[config.mk]
export PLATFORM = sky130hd
export DESIGN_NAME = digit_entry_ctrl
export DESIGN_NICKNAME = d
export VERILOG_FILES = /design/src/rtl/digit_entry_ctrl.sv
export SDC_FILE = /design/constraint.sdc
export NUM_CORES = 1
export LEC_CHECK = 0
export ABC_AREA = 0
export ABC_CLOCK_PERIOD_IN_PS = 2320
export CAP_MARGIN = 20
export CORE_AREA = 2 2 85 87
export DETAILED_ROUTE_END_ITERATION = 7
export DIE_AREA = 0 0 87 89
export PLACE_DENSITY = 0.74
export SYNTH_ARGS = -nofsm -noshare
export SYNTH_HDL_FRONTEND = slang
export SYNTH_SLANG_ARGS = --single-unit
[constraint.sdc]
create_clock -name clk -period 2.32 [get_ports clk]
set_clock_uncertainty 0.15 [all_clocks]
set_input_delay 0.464 -clock clk [delete_from_list [all_inputs] [get_ports clk]]
set_output_delay 0.464 -clock clk [all_outputs]
set_load 0.005 [all_outputs]
[src/rtl/digit_entry_ctrl.sv]
// digit_entry_ctrl
//   Button-driven 4-digit BCD entry with a cursor. The block feeds the 4-digit
//   7-segment scan driver directly through dataBus/dot/sel.
//   IDLE   : driver shows dashes (sel=1).
//   EDIT   : digits shown and the cursor digit blinks; inc/dec/left/right/clr/ok act.
//   LOCKED : confirmed value shown steadily; ok resumes editing, clr abandons.
//
// Ports
//   clk        system clock, all logic on posedge
//   rst        asynchronous active-low reset
//   btn_inc    increment cursor digit (debounced level)
//   btn_dec    decrement cursor digit
//   btn_left   cursor toward dataBus[15:12]
//   btn_right  cursor toward dataBus[3:0]
//   btn_ok     confirm / resume
//   btn_clr    clear / abandon
//   dataBus    four display codes, nibble i = digit i (4'hB = blank)
//   dot        decimal point position = cursor index
//   sel        1 = driver shows dashes, 0 = driver shows dataBus
//   value      last confirmed BCD value
//   done       one-cycle pulse when a value is confirmed
module digit_entry_ctrl #(
    parameter int BLINK_HALF = 95,
    parameter int TIMEOUT    = 1900
) (
    input  logic        clk,
    input  logic        rst,
    input  logic        btn_inc,
    input  logic        btn_dec,
    input  logic        btn_left,
    input  logic        btn_right,
    input  logic        btn_ok,
    input  logic        btn_clr,
    output logic [15:0] dataBus,
    output logic [1:0]  dot,
    output logic        sel,
    output logic [15:0] value,
    output logic        done
);

    localparam int BW = (BLINK_HALF > 1) ? $clog2(BLINK_HALF) : 1;
    localparam int TW = (TIMEOUT > 1) ? $clog2(TIMEOUT) : 1;
    localparam logic [BW-1:0] BLINK_LAST = BW'(BLINK_HALF - 1);
    localparam logic [TW-1:0] TO_LAST    = TW'(TIMEOUT - 1);
    localparam logic [3:0]    BLANK      = 4'hB;

    // Bit positions in the button vectors; higher index = higher priority.
    localparam int A_RIGHT = 0;
    localparam int A_LEFT  = 1;
    localparam int A_DEC   = 2;
    localparam int A_INC   = 3;
    localparam int A_OK    = 4;
    localparam int A_CLR   = 5;

    typedef enum logic [1:0] {
        S_IDLE   = 2'd0,
        S_EDIT   = 2'd1,
        S_LOCKED = 2'd2
    } state_e;

    state_e          state_q, state_d;
    logic [5:0]      btn_now, btn_q, rise, act;
    logic [3:0][3:0] digits_q, digits_d, disp;
    logic [1:0]      cursor_q, cursor_d;
    logic            blink_on_q, blink_on_d;
    logic [BW-1:0]   blink_cnt_q, blink_cnt_d;
    logic [TW-1:0]   to_cnt_q, to_cnt_d;
    logic [15:0]     value_q, value_d;
    logic            done_q, done_d;

    function automatic logic [3:0] bcd_inc(input logic [3:0] d);
        return (d >= 4'd9) ? 4'd0 : d + 4'd1;
    endfunction

    function automatic logic [3:0] bcd_dec(input logic [3:0] d);
        return (d == 4'd0 || d > 4'd9) ? 4'd9 : d - 4'd1;
    endfunction

    assign btn_now = {btn_clr, btn_ok, btn_inc, btn_dec, btn_left, btn_right};
    assign rise    = btn_now & ~btn_q;

    // One-hot action: highest-priority rising edge wins, the rest are dropped.
    always_comb begin
        act = '0;
        if      (rise[A_CLR])   act[A_CLR]   = 1'b1;
        else if (rise[A_OK])    act[A_OK]    = 1'b1;
        else if (rise[A_INC])   act[A_INC]   = 1'b1;
        else if (rise[A_DEC])   act[A_DEC]   = 1'b1;
        else if (rise[A_LEFT])  act[A_LEFT]  = 1'b1;
        else if (rise[A_RIGHT]) act[A_RIGHT] = 1'b1;
    end

    // State register
    always_ff @(posedge clk or negedge rst) begin
        if (!rst) begin
            state_q     <= S_IDLE;
            btn_q       <= '0;
            digits_q    <= '0;
            cursor_q    <= '0;
            blink_on_q  <= 1'b1;
            blink_cnt_q <= '0;
            to_cnt_q    <= '0;
            value_q     <= '0;
            done_q      <= 1'b0;
        end else begin
            state_q     <= state_d;
            btn_q       <= btn_now;
            digits_q    <= digits_d;
            cursor_q    <= cursor_d;
            blink_on_q  <= blink_on_d;
            blink_cnt_q <= blink_cnt_d;
            to_cnt_q    <= to_cnt_d;
            value_q     <= value_d;
            done_q      <= done_d;
        end
    end

    // Next-state logic
    always_comb begin
        state_d     = state_q;
        digits_d    = digits_q;
        cursor_d    = cursor_q;
        blink_on_d  = blink_on_q;
        blink_cnt_d = blink_cnt_q;
        to_cnt_d    = to_cnt_q;
        value_d     = value_q;
        done_d      = 1'b0;

        case (state_q)
            S_IDLE: begin
                // The waking press only opens the editor; it is not applied.
                if (act[A_INC] | act[A_DEC] | act[A_LEFT] | act[A_RIGHT]) begin
                    state_d     = S_EDIT;
                    digits_d    = '0;
                    cursor_d    = '0;
                    blink_on_d  = 1'b1;
                    blink_cnt_d = '0;
                    to_cnt_d    = '0;
                end
            end

            S_EDIT: begin
                if (|act) begin
                    // Any accepted press restarts the timeout and shows the digit solid.
                    to_cnt_d    = '0;
                    blink_on_d  = 1'b1;
                    blink_cnt_d = '0;
                    if (act[A_CLR]) begin
                        digits_d = '0;
                    end else if (act[A_OK]) begin
                        value_d = digits_q;
                        done_d  = 1'b1;
                        state_d = S_LOCKED;
                    end else if (act[A_INC]) begin
                        digits_d[cursor_q] = bcd_inc(digits_q[cursor_q]);
                    end else if (act[A_DEC]) begin
                        digits_d[cursor_q] = bcd_dec(digits_q[cursor_q]);
                    end else if (act[A_LEFT]) begin
                        cursor_d = cursor_q + 2'd1;
                    end else begin
                        cursor_d = cursor_q - 2'd1;
                    end
                end else begin
                    if (to_cnt_q == TO_LAST) state_d = S_IDLE;
                    else                     to_cnt_d = to_cnt_q + TW'(1);

                    if (blink_cnt_q == BLINK_LAST) begin
                        blink_on_d  = ~blink_on_q;
                        blink_cnt_d = '0;
                    end else begin
                        blink_cnt_d = blink_cnt_q + BW'(1);
                    end
                end
            end

            S_LOCKED: begin
                if (act[A_OK]) begin
                    state_d     = S_EDIT;
                    blink_on_d  = 1'b1;
                    blink_cnt_d = '0;
                    to_cnt_d    = '0;
                end else if (act[A_CLR]) begin
                    state_d = S_IDLE;
                end
            end

            default: state_d = S_IDLE;
        endcase
    end

    // Outputs: decoded from registers only, so they trail the press by one cycle.
    always_comb begin
        disp = digits_q;
        if (state_q == S_EDIT && !blink_on_q) disp[cursor_q] = BLANK;
        dataBus = disp;
        dot     = cursor_q;
        sel     = (state_q == S_IDLE);
        value   = value_q;
        done    = done_q;
    end

endmodule
==> results by group, run 1 <==
Status
  – Status: complete, but fails checks
  – Failing checks: setup timing

Timing
  – Final WS setup: -167 ps
  – Part of the cycle the worst path needs: 1.07
  – Min cycle time layout: 2490 ps
  – TNS Setup: -2810 ps
  – F_max: 402 MHz
  – Worst hold margin: 339 ps
  – Fin. max-slew vios: 0
  – Final setup fails: 21
  – RSZ-0062 raised after global routing: true
  – Relative slew slack: 0.675
  – Worst slew pin tran: 486 ps
  – Final Hold Viols: 0

Clock tree
  – Skew-Pair Late Insertion Delay: 350 ps
  – Sink Count: 62
  – H-Tree Depth: 3
  – Clk buf depth: 2
  – CTS tree: done
  – Clk pin slew, worst setup/hold paths: 80 ps
  – Cts bufs inserted: 9
  – Clk root buf: clkbuf_8

Floorplan
  – Die ar.: 7740 um2
  – Die Height: 89 um
  – # rows: 30
  – # IOs: 44
  – Die width: 87 um
  – Starting Density: 0.485
  – Core area: 6720 um2

Cells and area
  – Antenna Cells: 0
  – Final instance area: 4640 um2
  – Fillers: 490
  – Final net count: 446
  – Fraction of layout cells with a size suffix above 1: 0.333
  – Area grow syn2layout: 42.4%

Synth
  – Flops & latches, synth: 62
  – Yosys cell types: 47
  – Cell with the most instances after synthesis: dfrtp_1
  – Synth Instances: 322
  – Synth warnings: 0
  – EDFF count, synth: 0
  – Syn_area_per_cell: 10.1 um2
  – Netlist Area Pre-Place: 3260 um2
  – Top post-synthesis cells by count: dfrtp_1 (61), o21ai_0 (31), nand2_1 (27)
  – Yosys top cell by area: dfrtp_1
  – Top FF cell, synth: dfrtp_1
  – Async set-reset flop share out of synthesis: 1.00
  – Top cells by area, synth: dfrtp_1 (47%), mux2_2 (5.5%), o21ai_0 (4.8%)
  – Yosys top cell area share: 0.469
  – Post-synthesis sequential area ratio: 0.477
  – Synth Net Count: 337

Pwr
  – Worst vdd ir: 0.629 mV
  – PD cells: 1100 nW/um2
  – Tot Pwr: 5100 uW
  – Pleak: 0.00222 uW

GRT
  – Vias in the first global route: 2874
  – Pin count of the biggest net entering global routing: 63
  – Gr usage total: 0.224
  – First-pass GRT wire length: 13400 um
  – Initial antenna violation count: 0
  – Total global routing overflow: 0

Route
  – DR pass1 iterations: 4
  – DR vias/cell: 5.60
  – WL final: 8260 um
  – Routed Antenna Nets: 0
  – Total number of vias: 2888
  – DRC Markers: 0
  – Wire per inst: 16.0 um
  – 1st-iter DRT viols: 166

Placement
  – Dpl hpwl: 5950 um
  – Placed Area: 4200 um2
  – Pre-CTS setup slack: -353 ps
  – Placer Congestion: 0.826
  – # port buffers: 43

Worst setup path
  – Setup CP Type: register to register
  – CP peak stage delay: 550 ps
  – CP startpoint kind: register
  – Slowest-stage cell, CP: mux4_2
  – Worst Path Required: 2400 ps
  – CP Capture Type: register
  – Crit path DAT: 2560 ps
  – Crit Path Max Fanout: 8
  – Worst path cell trace: buf_12, mux4_2, inv_2, ha_4, or3b_4, a21oi_4, nor2b_4, a32o_1

Job
  – Max-cap violations: 0

Min path
  – Hold Path Class: register to register
## repair_timing
item,CTS,global route
hold buffers,1,0
buffers inserted,7,1
gates resized for setup,46,13
endpoints found under the setup margin,32,22
gates cloned,0,0
pin swaps,10,9
endpoints found under the hold margin,61,0
## sequential cells by signal (all words and copies together) (netlist names)
| signal | flops |
|---|---|
| blink_on_q | 1 |
| state_q | 2 |
| value | 16 |
| btn_q | 6 |
| digits_q | 16 |
| dot | 2 |
| blink_cnt_q | 7 |
| done | 1 |
| to_cnt_q | 11 |
## layer usage
layer / global-route usage / wire, um / vias up
met5: 0 / 0 / -
met3: 0.0452 / 298 / 15
met1: 0.260 / 3530 / 1416
met4: 0.0923 / 157 / 0
met2: 0.403 / 4280 / 61
li1: - / - / 1396
## stage by stage
stage           util  std cells
3_5_place_dp   0.625        492
5_1_grt        0.690        516
2_1_floorplan      -        322
4_1_cts        0.684        516
6_report       0.690        516
3_3_place_gp   0.625        492
## final timing paths
path	startpoint	cells after the start	slack (ps)	endpoint
setup / recovery	dot[0]	8	-170	digits_q[6]
hold / removal	to_cnt_q[10]	1	340	to_cnt_q[10]
setup reg to reg	dot[0]	8	-170	digits_q[6]
hold reg to reg	to_cnt_q[10]	1	340	to_cnt_q[10]
max in group asynchronous	rst	3	1190	blink_on_q
min in group asynchronous	rst	3	500	btn_q[2]
## cells in the final DEF, fill, tap and decap left out, drive strengths merged, types with 5 or more instances in the layout
cell type,n
a21o,6
a21oi,10
a32o,9
and2,8
and3,5
buf,70
clkbuf,10
clkdlybuf4s50,27
dfrtp,61
dlygate4sd2,13
ha,7
inv,7
mux2,16
nand2,27
nand2b,21
nand3,12
nor2,17
nor2b,9
nor3,9
o21ai,35
o31ai,6
## worst max-delay path: cells and delay by family (launching register included)
kind | cells | cell delay (ps)
DFF | 1 | 390
adders and majority gates | 1 | 120
muxes | 1 | 550
buffers and inverters | 2 | 230
AOI/OAI and AO/OA | 2 | 450
and+or+nand+nor | 2 | 480
## where the power goes
group	total (uW)	internal, uW	switching (uW)
clock	1180	716	460
combinational	2460	1330	1140
sequential	1470	1310	159
## cell type report
cell class / count / area, um2 / share of cell area
timing repair buffer: 112 / 970 / 0.209
clock inverter: 7 / 121 / 0.0262
multi-input combinational: 240 / 1750 / 0.376
tap: 80 / 100 / 0.0216
clock buffer: 9 / 124 / 0.0267
inverter: 6 / 22.5 / 0.00486
sequential: 62 / 1560 / 0.335
## cells by family after synthesis
| group | count (synthesis) | synth area share |
|---|---|---|
| adders and majority gates | 7 | 0.0269 |
| and+or+nand+nor | 126 | 0.204 |
| AOI/OAI and AO/OA | 85 | 0.176 |
| muxes | 20 | 0.0830 |
| xor gates and xnor gates | 2 | 0.00538 |
| DFF | 62 | 0.477 |
| buffers and inverters | 20 | 0.0280 |
Power figures use the tool's default switching activity.
==> inputs of run 2 (changes only) <==
- ABC_CLOCK_PERIOD_IN_PS: 2320 -> 3100
- GPL_TIMING_DRIVEN: default -> 1
- MAX_ROUTING_LAYER: default -> met4
- PLACE_DENSITY: 0.74 -> 0.71
- clock period: 2.32 -> 3.1 ns (I/O delays scaled with it)
==> run 2 against run 1 <==
The run now ends clean. Global-route usage about the same. Wire length decreased by 7.6%. Sequential share of layout area increased by 5.0 points. Sequential power decreased by 21%. Die area unchanged.
==> results by group, run 2 (same netlist as run 1, synthesis figures left out) <==
Cells and area
  – Area grow syn2layout: 24.0%
  – Commonest non-fill, non-tap cell in the layout: dfrtp_1
  – Final instance area: 4040 um2 (-13%)
  – Antenna Cells: 0 (unchanged)
  – Sequential cell area: 1550 um2 (about the same)
  – Most frequent cells in the layout: dfrtp_1 (60), clkdlybuf4s50_1 (42), o21ai_0 (31), nand2_1 (27), nand2b_1 (21)
  – Fraction of layout cells with a size suffix above 1: 0.152 (-0.181)
  – Fillers: 551 (+12%)
  – Final net count: 385 (-14%)
  – Multi-input gate area: 1620 um2 (-7.0%)

Job
  – Max-cap violations: 0 (unchanged)

Timing
  – Part of the cycle the worst path needs: 0.960
  – TNS Setup: 0 ps (+2810 ps)
  – Relative slew slack: 0.562 (-0.113)
  – Min cycle time layout: 2970 ps
  – Worst slew pin tran: 657 ps (+171 ps)
  – F_max: 336 MHz
  – Final Hold Viols: 0 (unchanged)
  – Final WS setup: 125 ps (+293 ps)
  – Final setup fails: 0 (-100%)
  – Worst hold margin: 148 ps (-191 ps)
  – Fin. max-slew vios: 0 (unchanged)
  – RSZ-0062 raised after global routing: false

Min path
  – Hold Path Class: input pin to asynchronous set/reset pin

Placement
  – Placer Congestion: 0.893 (+8.0%)
  – Dpl hpwl: 5430 um (-8.7%)
  – Pre-CTS setup slack: 260 ps (+613 ps)
  – Placed Area: 3790 um2 (-9.8%)
  – # port buffers: 43 (unchanged)

Route
  – DR vias/cell: 5.87 (+4.8%)
  – Wire per inst: 16.8 um (+4.8%)
  – Total number of vias: 2669 (-7.6%)
  – DRC Markers: 0 (unchanged)
  – Routed Antenna Nets: 0 (unchanged)
  – WL final: 7630 um (-7.6%)
  – DR pass1 iterations: 4 (unchanged)
  – 1st-iter DRT viols: 202 (+22%)

Worst setup path
  – R2R Setup Slk: 280 ps (+450 ps)
  – R2R depth: 8 (unchanged)
  – Crit Path Max Fanout: 8 (unchanged)
  – Crit path DAT: 2200 ps (-360 ps)
  – R2R Path End: digits_q[1]
  – Reg2reg start: dot[0]
  – CP Capture Type: output port
  – Setup CP Type: register to output port
  – CP startpoint kind: register
  – Worst Path Required: 2330 ps (-70 ps)

GRT
  – Met3 Resource Use GR: 0.0665 (+0.0212)
  – First-pass GRT wire length: 12800 um (-4.4%)
  – Initial antenna violation count: 0 (unchanged)
  – Pin count of the biggest net entering global routing: 36 (-43%)
  – Gr usage total: 0.223 (-0.000272)
  – Total global routing overflow: 0 (unchanged)
  – Met2 Use GR: 0.373 (-0.0298)
  – Met1 Use GR: 0.264 (+0.00394)
  – Gr busiest metal: met2
  – Vias in the first global route: 2649 (-7.8%)

Floorplan
  – # IOs: 44 (unchanged)
  – Core area: 6720 um2 (unchanged)
  – Die ar.: 7740 um2 (unchanged)
  – Die Height: 89 um (unchanged)
  – Die width: 87 um (unchanged)
  – # rows: 30 (unchanged)
  – Starting Density: 0.485 (unchanged)

Pwr
  – Pint: 2200 uW (-34%)
  – Pleak: 0.00182 uW (-18%)
  – PD cells: 819 nW/um2 (-26%)
  – Combinational share of power: 0.388 (-0.094)
  – P_sw: 1110 uW (-37%)
  – Worst vdd ir: 0.369 mV (-41%)
  – Clock Power Share: 0.262 (+0.032)
  – Sw Share: 0.336 (-0.00759)
  – Register share of total power: 0.351 (+0.064)

Clock tree
  – Clk pin slew, worst setup/hold paths: 70 ps (about the same)
  – CTS tree: done
  – Skew-Pair Late Insertion Delay: 340 ps (about the same)
  – Cts bufs inserted: 9 (unchanged)
  – Clk buf depth: 2 (unchanged)
  – Clk root buf: clkbuf_8
  – H-Tree Depth: 3 (unchanged)
  – Sink Count: 62 (unchanged)

Status
  – Status: completed
run 2: repair_timing:
item | 4_1_cts | 5_1_grt
hold endpoints to repair | 0 | 0
gates resized for setup | 0 | 4
hold buffers | 0 | 0
buffers inserted | 0 | 0
setup endpoints to repair | 0 | 16
run 2: area by class of cell:
type                            instances  area share
Timing Repair Buffer                   51       0.123
Sequential cell                        62       0.385
Tap cell                               80      0.0248
Clock buffer                           12      0.0359
Inverter                                6     0.00558
Multi-Input combinational cell        240       0.402
Clock inverter                          4      0.0236
run 2: how the worst max path moves through the flow:
stage	startpoint	cells after the start	slack [ps]	end
3_5_place_dp	btn_ok	7	260	digits_q[14]
3_3_place_gp	btn_ok	7	290	digits_q[2]
2_1_floorplan	dot[0]	9	550	digits_q[10]
4_1_cts	state_q[1]	5	4	dataBus[12]
6_report	state_q[1]	5	130	dataBus[12]
5_1_grt	state_q[1]	5	20	dataBus[15]
run 2: critical path: stages, from the launching register on:
cell,delay (ps)
dfrtp_1,500
nand2b_1,370
nor2_4,90
and2_1,180
or2_2,280
clkdlybuf4s50_1,450
run 2: layer usage:
layer | up-vias | share of wire
met5 | - | 0
met3 | 4 | 0.045
met1 | 1315 | 0.44
li1 | 1279 | -
met4 | 0 | 0.0068
met2 | 71 | 0.51
run 2: stage by stage:
stage / util / power, uW / cells
finish: 0.601 / 3310 / 455
global route: 0.601 / 3500 / 455
CTS: 0.599 / 3290 / 455
detailed placement: 0.564 / 2410 / 439
global placement: 0.564 / 2400 / 439
floorplan: - / 1860 / 322
run 2: power by group through the flow:
stage                     clock (uW)  sequential (uW)  combinational [uW]
after global routing             911             1190                1400
final                            866             1160                1280
after global placement             0             1160                1230
after floorplan                    0             1090                 769
after detailed placement           0             1170                1250
after CTS                        875             1150                1270
==> inputs of run 3 (changes only) <==
- ABC_CLOCK_PERIOD_IN_PS: 3100 -> default
==> results of run 3 <==
Final layout, timing and power as in run 2 (identical DEF).
